--- config.mk ---
export PLATFORM = sky130hd
export DESIGN_NAME = stopwatch_timer
export DESIGN_NICKNAME = d
export VERILOG_FILES = /design/src/rtl/stopwatch_pkg.sv /design/src/rtl/btn_debounce.sv /design/src/rtl/stopwatch_timer.sv
export SDC_FILE = /design/constraint.sdc
export NUM_CORES = 1
export LEC_CHECK = 0
export BUFFER_PORTS_ARGS = -buffer_cell sky130_fd_sc_hd__buf_2
export CAP_MARGIN = 10
export CORE_UTILIZATION = 30
export CTS_BUF_LIST = sky130_fd_sc_hd__clkbuf_16
export CTS_CLUSTER_SIZE = 14
export DETAILED_ROUTE_END_ITERATION = 10
export SETUP_SLACK_MARGIN = 0.1
export SLEW_MARGIN = 20
export SYNTH_ARGS = -nofsm -noshare
export SYNTH_HDL_FRONTEND = slang
export SYNTH_SLANG_ARGS = --single-unit
--- constraint.sdc ---
create_clock -name CLOCK_50 -period 5.5 [get_ports CLOCK_50]
set_input_delay 0.55 -clock CLOCK_50 [delete_from_list [all_inputs] [get_ports CLOCK_50]]
set_output_delay 0.55 -clock CLOCK_50 [all_outputs]
set_load 0.02 [all_outputs]
--- src/rtl/stopwatch_pkg.sv ---
// Shared types and constants for the stopwatch/timer block.
package stopwatch_pkg;

    typedef enum logic [1:0] {
        IDLE  = 2'd0,
        RUN   = 2'd1,
        PAUSE = 2'd2,
        DONE  = 2'd3
    } state_t;

    localparam logic [5:0] SEC_MAX = 6'd59;

endpackage

--- src/rtl/btn_debounce.sv ---
// One key input: 2-FF synchroniser, stability-counter debouncer and a
// one-cycle press pulse on the debounced high-to-low transition.
module btn_debounce #(
    parameter int DEB_CYCLES = 1000000
) (
    input  logic clk,
    input  logic rst_n,
    input  logic btn_raw,
    output logic press
);

    localparam int CW = (DEB_CYCLES > 1) ? $clog2(DEB_CYCLES) : 1;
    localparam logic [CW-1:0] CNT_LAST = CW'(DEB_CYCLES - 1);

    logic          sync_p0;
    logic          sync_p1;
    logic          stable;
    logic          stable_d;
    logic [CW-1:0] cnt;

    // Synchronise, accept a new level after DEB_CYCLES identical samples,
    // then emit a registered pulse on the accepted falling edge.
    always_ff @(posedge clk or negedge rst_n) begin
        if (!rst_n) begin
            sync_p0  <= 1'b1;
            sync_p1  <= 1'b1;
            stable   <= 1'b1;
            stable_d <= 1'b1;
            cnt      <= '0;
            press    <= 1'b0;
        end else begin
            sync_p0  <= btn_raw;
            sync_p1  <= sync_p0;
            stable_d <= stable;
            press    <= stable_d & ~stable;
            if (sync_p1 == stable) begin
                cnt <= '0;
            end else if (cnt == CNT_LAST) begin
                stable <= sync_p1;
                cnt    <= '0;
            end else begin
                cnt <= cnt + 1'b1;
            end
        end
    end

endmodule

--- src/rtl/stopwatch_timer.sv ---
// Up-counting stopwatch / down-counting timer, mm:ss, driven by two
// debounced active-low keys and a one-second clock-enable prescaler.
module stopwatch_timer
    import stopwatch_pkg::*;
#(
    parameter int CLK_DIV    = 50000000,
    parameter int DEB_CYCLES = 1000000,
    parameter int MIN_MAX    = 59
) (
    input  logic       CLOCK_50,
    input  logic       RESET_N,
    input  logic [1:0] BUTTON,
    input  logic       MODE,
    input  logic [5:0] PRESET_MIN,
    input  logic [5:0] PRESET_SEC,
    output logic [5:0] sec,
    output logic [5:0] min,
    output logic       running,
    output logic       done
);

    localparam int PW = (CLK_DIV > 1) ? $clog2(CLK_DIV) : 1;
    localparam logic [PW-1:0] PRESC_LAST = PW'(CLK_DIV - 1);
    localparam logic [5:0]    MIN_MAX_V  = 6'(MIN_MAX);

    state_t        state, state_nxt;
    logic          mode_lat, mode_nxt;
    logic [PW-1:0] presc, presc_nxt;
    logic [5:0]    sec_nxt, min_nxt;
    logic [1:0]    press_ev;
    logic          clr_ev, ss_ev, tick;

    function automatic logic [5:0] sat_lim(input logic [5:0] v, input logic [5:0] lim);
        return (v > lim) ? lim : v;
    endfunction

    for (genvar i = 0; i < 2; i++) begin : g_btn
        btn_debounce #(.DEB_CYCLES(DEB_CYCLES)) u_deb (
            .clk    (CLOCK_50),
            .rst_n  (RESET_N),
            .btn_raw(BUTTON[i]),
            .press  (press_ev[i])
        );
    end

    assign clr_ev  = press_ev[0];
    assign ss_ev   = press_ev[1];
    assign tick    = (state == RUN) && (presc == PRESC_LAST);
    assign running = (state == RUN);
    assign done    = (state == DONE);

    // Register FSM state, latched mode, prescaler and the mm:ss value.
    always_ff @(posedge CLOCK_50 or negedge RESET_N) begin
        if (!RESET_N) begin
            state    <= IDLE;
            mode_lat <= 1'b0;
            presc    <= '0;
            sec      <= '0;
            min      <= '0;
        end else begin
            state    <= state_nxt;
            mode_lat <= mode_nxt;
            presc    <= presc_nxt;
            sec      <= sec_nxt;
            min      <= min_nxt;
        end
    end

    // Next state and value: clear beats start/stop, and a key event in the
    // same cycle as a tick takes precedence over the tick.
    always_comb begin
        state_nxt = state;
        mode_nxt  = mode_lat;
        presc_nxt = presc;
        sec_nxt   = sec;
        min_nxt   = min;
        if (state == RUN) begin
            presc_nxt = tick ? '0 : presc + 1'b1;
        end
        if (clr_ev) begin
            state_nxt = IDLE;
            presc_nxt = '0;
            if (MODE) begin
                sec_nxt = sat_lim(PRESET_SEC, SEC_MAX);
                min_nxt = sat_lim(PRESET_MIN, MIN_MAX_V);
            end else begin
                sec_nxt = '0;
                min_nxt = '0;
            end
        end else if (ss_ev) begin
            case (state)
                IDLE: begin
                    mode_nxt  = MODE;
                    presc_nxt = '0;
                    state_nxt = (MODE && sec == 6'd0 && min == 6'd0) ? DONE : RUN;
                end
                RUN:     state_nxt = PAUSE;
                PAUSE: begin
                    state_nxt = RUN;
                    presc_nxt = '0;
                end
                default: state_nxt = state;
            endcase
        end else if (tick) begin
            if (!mode_lat) begin
                if (sec == SEC_MAX) begin
                    sec_nxt = '0;
                    min_nxt = (min == MIN_MAX_V) ? 6'd0 : min + 6'd1;
                end else begin
                    sec_nxt = sec + 6'd1;
                end
            end else begin
                if (sec == 6'd0) begin
                    sec_nxt = SEC_MAX;
                    min_nxt = min - 6'd1;
                end else begin
                    sec_nxt = sec - 6'd1;
                end
                if (min == 6'd0 && sec == 6'd1) begin
                    state_nxt = DONE;
                end
            end
        end
    end

endmodule

### After elaboration in Yosys (flattened, before gate mapping)

Cells that the tools add are included.
W data, S select, Z words.

| cells by class | value |
|---|---|
| $add $sub $neg | 7 |
| multipliers | 0 |
| div/mod/pow operators | 0 |
| order comparisons | 2 |
| eq/ne operators | 14 |
| shift-type cells | 0 |
| muxes and demuxes | 33 |
| bitwise logic cells | 7 |
| reductions and logical operators | 19 |

Operator list:

| kind | count |
|---|---|
| $mux W26 | 5 |
| $mux W6 | 17 |
| $mux W20 | 4 |
| $add A20 B1 Y20 const B | 2 |
| $eq A20 B20 Y1 const B | 2 |
| $add A26 B1 Y26 const B | 1 |
| $eq A26 B26 Y1 const B | 1 |
| $add A6 B1 Y6 const B | 2 |
| $eq A6 B6 Y1 const B | 2 |
| $gt A6 B6 Y1 const B | 2 |
| $logic_not A6 Y1 | 2 |
| $mux W2 | 6 |
| $reduce_bool A3 Y1 | 4 |
| $sub A6 B1 Y6 const B | 2 |
| $reduce_and A4 Y1 | 2 |
| $eq A6 B1 Y1 const B | 1 |
| $pmux W2 S3 | 1 |
| $reduce_and A2 Y1 | 3 |
| $ne A5 B5 Y1 const B | 1 |
| $not A1 Y1 | 5 |
| $eq A2 B2 Y1 const B | 2 |
| $logic_and A1 B1 Y1 | 4 |
| $ne A3 B1 Y1 const B | 1 |
| $reduce_and A3 Y1 | 1 |
| other kinds (7) | 9 |

| word-level totals | value |
|---|---|
| flip-flop bits (word level) | 91 |
| latch bits | 0 |
| memory bits (writable) | 0 |
| ROM bits | 0 |
| input port bits | 17 |
| output and inout port bits | 14 |
| logic and storage cells | 99 |
| memories | 0 |

### Logic depth before layout (Yosys ltp)

| logic depth | value |
|---|---|
| word-level depth | 7 |
| mapped depth | 9 |
| depth with buffers taken out | 7 |

### Modules after synthesis

Synthesis repeated with hierarchy kept, for this count alone.

| unflattened totals | value |
|---|---|
| cell total of the unflattened synthesis | 535 |
| area total of the unflattened synthesis | 5,190.0 sq um |

Modules (own cells, without submodules):

| module | times used | cells an instance | area an instance (sq um) | seq. area each (sq um) |
|---|---|---|---|---|
| stopwatch_timer | 1 | 313 | 2,837.7 | 1,026.0 |
| btn_debounce | 2 | 111 | 1,176.1 | 630.6 |

### Least setup slack after synthesis

No wires, ideal clock.

| timing | value |
|---|---|
| path type | reg2reg |
| from | register state[1] |
| to | register min[4] |
| setup time | 0.128 ns |
| data arrival time | 1.933 ns |
| data required time | 5.372 ns |
| path slack | 3.439 ns |
| stages on the path, launching flop included | 8 |
| buffers on the path | 0 |
| path through | dfrtp_1 > inv_1 > ha_1 > nand4_1 > nor4_1 > o211ai_1 > nand2_1 > mux2_1 |

| between the ends | value |
|---|---|
| word-level cells in the longest chain between the ends | 4 |

RTL lines:

| element | line | RTL |
|---|---|---|
| start, declared | stopwatch_timer.sv:26 | `state_t state, state_nxt;` |
| start signal, assigned | stopwatch_timer.sv:61 | `state <= state_nxt;` |
| $eq A2 B1 Y1 | -- |  |
| via running | stopwatch_timer.sv:18 | `output logic running,` |
| $logic_and A1 B1 Y1 | stopwatch_timer.sv:48 | `assign tick = (state == RUN) && (presc == PRESC_LAST);` |
| $reduce_bool A2 Y1 (no line) | -- |  |
| $reduce_and A4 Y1 (no line) | -- |  |
| end signal, assigned | stopwatch_timer.sv:65 | `min <= min_nxt;` |
| end, declared | stopwatch_timer.sv:17 | `output logic [5:0] min,` |

The timed path passes the listed nets, and every way through them passes these cells.
A chain may end at the register's enable or synchronous reset.

### Worst setup path in the final report

| timing | value |
|---|---|
| from | register state[1] |
| to | register presc[7] |

| between the ends | value |
|---|---|
| word-level cells in the longest chain between the ends | 7 |
| elaborated cells on any way between the ends | 10 |
| those cells by class | eq/ne: 2; mux: 5; reduce/logical: 3 |

RTL lines:

| element | line | RTL |
|---|---|---|
| $eq A2 B1 Y1 | stopwatch_timer.sv:48, stopwatch_timer.sv:77 |  |
| $logic_and A1 B1 Y1 | stopwatch_timer.sv:48 |  |
| $mux W26 | stopwatch_timer.sv:78 | `presc_nxt = tick ? '0 : presc + 1'b1;` |
| $mux W26 | stopwatch_timer.sv:77 | `if (state == RUN) begin` |
| $mux W26 | stopwatch_timer.sv:91 | `case (state)` |
| $mux W26 * | stopwatch_timer.sv:90 | `end else if (ss_ev) begin` |
| $mux W26 * | stopwatch_timer.sv:80 | `if (clr_ev) begin` |
| via presc_nxt[7] | stopwatch_timer.sv:28 | `logic [PW-1:0] presc, presc_nxt;` |
| end signal, assigned | stopwatch_timer.sv:63 | `presc <= presc_nxt;` |
| end, declared | stopwatch_timer.sv:28 |  |

The timed path passes the listed nets; every way through them passes the cells marked *.

==> impl_summary.log <==
INFO  metric clk_skew = 0.00514 ns
INFO  metric power.share.switching = 23.1%
INFO  metric critical_path_rt = 5.68 ns
INFO  metric num-nets-final = 591
INFO  metric die_footprint = 17,800 um^2
INFO  metric number_of_synthesized_flops_with_an_enable_pin = 0
INFO  metric worstPathCellList = inv_1 > ha_1 > nand4_1 > nor2_1 > nand3_1 > nand2b_1 > nor2_1
INFO  metric vias_per_cell = 5.05
INFO  metric clock_sinks = 91
INFO  metric crit_fanout = 24
INFO  metric post_synth_inst_count = 541
INFO  metric power-per-cell-area = 225 nW/um^2
INFO  metric drt-total-wl = 10,900 um
INFO  metric design_power = 1.30 mW
INFO  metric area_growth_syn_to_layout = 11.1%
INFO  metric syn-cell-area = 5180 um^2
INFO  metric cts_root_buf = sky130_fd_sc_hd__clkbuf_16
INFO  metric endpoint_kind = register
INFO  metric ys.flop_type = sky130_fd_sc_hd__dfrtp_1
INFO  metric final_antenna_net_count = 0
INFO  metric placementRows = 47
INFO  metric initial_utilization = 31.0%
INFO  metric holdCritPathClass = in -> async
INFO  metric combinationalPowerShare = 2.8%
INFO  metric first_global_vias = 4,010
INFO  metric port_buffers = 30
INFO  metric timing.setup.critical_path_class = reg -> reg
INFO  metric drt-pass1-iter-count = 4
INFO  metric maximum_number_of_pins_on_one_net_before_global_route_repair = 72
INFO  metric max_freq = 0.364 GHz
INFO  metric post_synth_num_cell_types = 67
INFO  metric startpoint_type = register
INFO  metric critPathSlowestCell = sky130_fd_sc_hd__nand2b_1
INFO  metric synth_top_cell_area_share = 40.1%
INFO  metric core_area = 16,700 um^2
INFO  metric cells_taking_the_most_area_after_synthesis = sky130_fd_sc_hd__dfrtp_1 40%, sky130_fd_sc_hd__nor2_1 6.4%, sky130_fd_sc_hd__xnor2_1 6.1%, sky130_fd_sc_hd__xor2_1 5.4%, sky130_fd_sc_hd__dfstp_2 4.1%
INFO  metric grt_pass1_wl = 18,700 um
INFO  metric worst_ir_drop_vdd = 177 uV
INFO  metric number_of_failing_setup_endpoints_in_the_final_timing_report = 0
INFO  metric clk_pin_slew = 0.06 ns
INFO  metric cts-root-to-sink-buffers = 2
INFO  metric synth.largest_area_cell = sky130_fd_sc_hd__dfrtp_1
INFO  metric io_pins = 31
INFO  metric fp.dieH = 133 um
INFO  metric number_of_buffers_inserted_during_clock_tree_synthesis = 9
INFO  metric tightestPinTransition = 0.884 ns
INFO  metric grt_antenna_before_repair = 0
INFO  metric worst_hold_slack = 0.102 ns
INFO  metric share_seq_of_total_power = 52.6%
INFO  metric ys_async_sr_fraction = 100%
INFO  metric critPathMaxStageDelay = 0.67 ns
INFO  metric fin_ws = 2.76 ns
INFO  metric drv_slew = 0
INFO  metric routabilityCongestion = 0.825
INFO  metric maxSlewHeadroom = 41.1%
INFO  metric setup_tns = 0 ns
INFO  metric synth_area_per_cell = 9.58 um^2
INFO  metric pre_cts_ws = 2.74 ns
INFO  metric worstSkewPairLatency = 0.34 ns
INFO  metric warning_count_from_the_yosys_run = 0
INFO  metric cts.hold.buffers_added = 0
INFO  metric route.detailed.wl_per_inst = 13.9 um
INFO  metric fp.dieW = 133 um
INFO  metric tritoncts = yes
INFO  metric crit_arrival = 2.93 ns
INFO  metric cts_resized = 0
INFO  metric place.detailed.hpwl = 7550 um
INFO  metric initialDrtViolationCount = 228
INFO  metric htree_levels = 3
INFO  metric drive_gt1_share = 12.9%
INFO  metric post-synth-top-count-cell = sky130_fd_sc_hd__nor2_1
INFO  metric unrepaired_setup_endpoints_after_global_routing = false
INFO  metric global_route.overflow_total = 0
INFO  metric cellInternalPower = 0.996 mW
INFO  metric min_period_over_period = 49.9%
INFO  metric sequential_area_share_after_synthesis = 44.1%
INFO  metric grt.total_usage = 13.0%
INFO  metric yosys-top-cells-count = 88 x sky130_fd_sc_hd__nor2_1, 83 x sky130_fd_sc_hd__dfrtp_1, 36 x sky130_fd_sc_hd__xnor2_1, 33 x sky130_fd_sc_hd__nand3_1, 32 x sky130_fd_sc_hd__xor2_1
INFO  metric power_leakage = 2.44 nW
INFO  metric detailroute.via_count = 3,965
INFO  metric final_period_minus_worst_setup_slack = 2.74 ns
INFO  metric post_cts.repair.setup_buffers = 0
INFO  metric postSynthRegisterBits = 91
INFO  metric drt_drc_violations_left = 0
INFO  metric power.clock.fraction = 44.5%
INFO  metric status = finished, final reports clean
INFO  metric fillCellCount = 1,735
INFO  metric n_antenna_cell = 0
INFO  metric postLayoutCoreUtil = 34.5%
INFO  metric cap_viol_max_count = 0
INFO  metric final_hold_violation_count = 0
INFO  metric synthesis.nets = 572
INFO  metric switching_power = 0.299 mW
INFO  metric cp_common_cell = sky130_fd_sc_hd__nor2_1
[area by class of cell]
| type | count | area [um^2] | area share, % |
|---|---|---|---|
| multi-input combinational | 411 | 2700 | 46.9 |
| sequential | 91 | 2290 | 39.7 |
| tap | 220 | 275 | 4.78 |
| clock buffer | 9 | 225 | 3.91 |
| timing repair buffer | 31 | 160 | 2.78 |
| inverter | 16 | 60.1 | 1.04 |
| clock inverter | 7 | 50.0 | 0.869 |
[layout by cell type (no fill, tap or decap), types with 5 or more instances in the layout]
| cell | Yosys | layout |
|---|---|---|
| sky130_fd_sc_hd__nor4_1 | 10 | 10 |
| sky130_fd_sc_hd__nor2b_1 | 5 | 5 |
| sky130_fd_sc_hd__xor2_1 | 32 | 32 |
| sky130_fd_sc_hd__and3_1 | 14 | 14 |
| sky130_fd_sc_hd__and4_1 | 11 | 11 |
| sky130_fd_sc_hd__nand3_1 | 33 | 33 |
| sky130_fd_sc_hd__xnor2_1 | 36 | 36 |
| sky130_fd_sc_hd__inv_1 | 16 | 16 |
| sky130_fd_sc_hd__nand2_1 | 31 | 31 |
| sky130_fd_sc_hd__clkbuf_16 | 0 | 9 |
| sky130_fd_sc_hd__nor3_1 | 11 | 11 |
| sky130_fd_sc_hd__nand4_1 | 22 | 22 |
| sky130_fd_sc_hd__nor2_1 | 88 | 88 |
| sky130_fd_sc_hd__o21ai_0 | 12 | 12 |
| sky130_fd_sc_hd__ha_1 | 14 | 14 |
| sky130_fd_sc_hd__a21oi_1 | 7 | 7 |
| sky130_fd_sc_hd__dfstp_2 | 8 | 8 |
| sky130_fd_sc_hd__dfrtp_1 | 83 | 83 |
| sky130_fd_sc_hd__buf_2 | 4 | 29 |
[state kept, by name, summed over array words and instances (netlist names)]
name / count
g_btn.u_deb.stable_d: 2
g_btn.u_deb.sync_p0: 2
mode_lat: 1
g_btn.u_deb.sync_p1: 2
presc: 26
min: 6
g_btn.u_deb.press: 2
state: 2
sec: 6
g_btn.u_deb.cnt: 40
g_btn.u_deb.stable: 2
[stage by stage]
stage / cells / area [um^2]
floorplan: 541 / 5180
global placement: 769 / 5480
detailed placement: 769 / 5480
CTS: 785 / 5760
global route: 785 / 5760
finish: 785 / 5760
[kinds of logic (layout without fill, tap and decap cells)]
logic type	Yosys count	count (layout)	share of synthesized area, %
AO/OA/AOI/OAI	57	57	7.92
XOR/XNOR	68	68	11.5
adder cells (fa/ha/maj)	14	14	3.38
buffers and inverters	39	63	3.79
flip-flops	91	91	44.1
multiplexers	10	10	2.29
AND/OR/NAND/NOR	262	262	27.0
[final timing paths]
| check | slack (ns) | end | depth (start not counted) | start |
|---|---|---|---|---|
| setup / recovery | 2.76 | presc[7] | 7 | state[1] |
| hold / removal | 0.10 | min[0] | 1 | RESET_N |
| setup reg to reg | 2.76 | presc[7] | 7 | state[1] |
| hold reg to reg | 0.36 | g_btn[1].u_deb.sync_p1 | 0 | g_btn[1].u_deb.sync_p0 |
| max in group asynchronous | 4.21 | g_btn[0].u_deb.cnt[4] | 2 | RESET_N |
| min in group CLOCK_50 | 0.31 | g_btn[0].u_deb.sync_p0 | 1 | BUTTON[0] |
[power by group through the flow]
stage                     Clock [mW]  Sequential (mW)  Combinational (mW)
final                          0.577            0.681              0.0368
after global routing           0.627            0.682              0.0442
after CTS                      0.598            0.681              0.0390
after detailed placement           0            0.694              0.0387
after global placement             0            0.693              0.0368
after floorplan                    0            0.693              0.0139
[worst max-delay path, delay by kind of cell, from the launching register on]
| kind | cells | cell delay, ns |
|---|---|---|
| adders and majority gates | 1 | 0.37 |
| buffers and inverters | 1 | 0.10 |
| DFF | 1 | 0.41 |
| and+or+nand+nor | 5 | 1.69 |
[layer usage]
metal | wire length, um | vias up | global-route usage, %
met5 | 0 | - | 0
met4 | 102 | 0 | 3.60
met3 | 370 | 8 | 2.85
met2 | 5320 | 57 | 22.5
met1 | 5080 | 1951 | 16.3
li1 | - | 1949 | -
No activity file was read; power rests on OpenSTA's default activity.
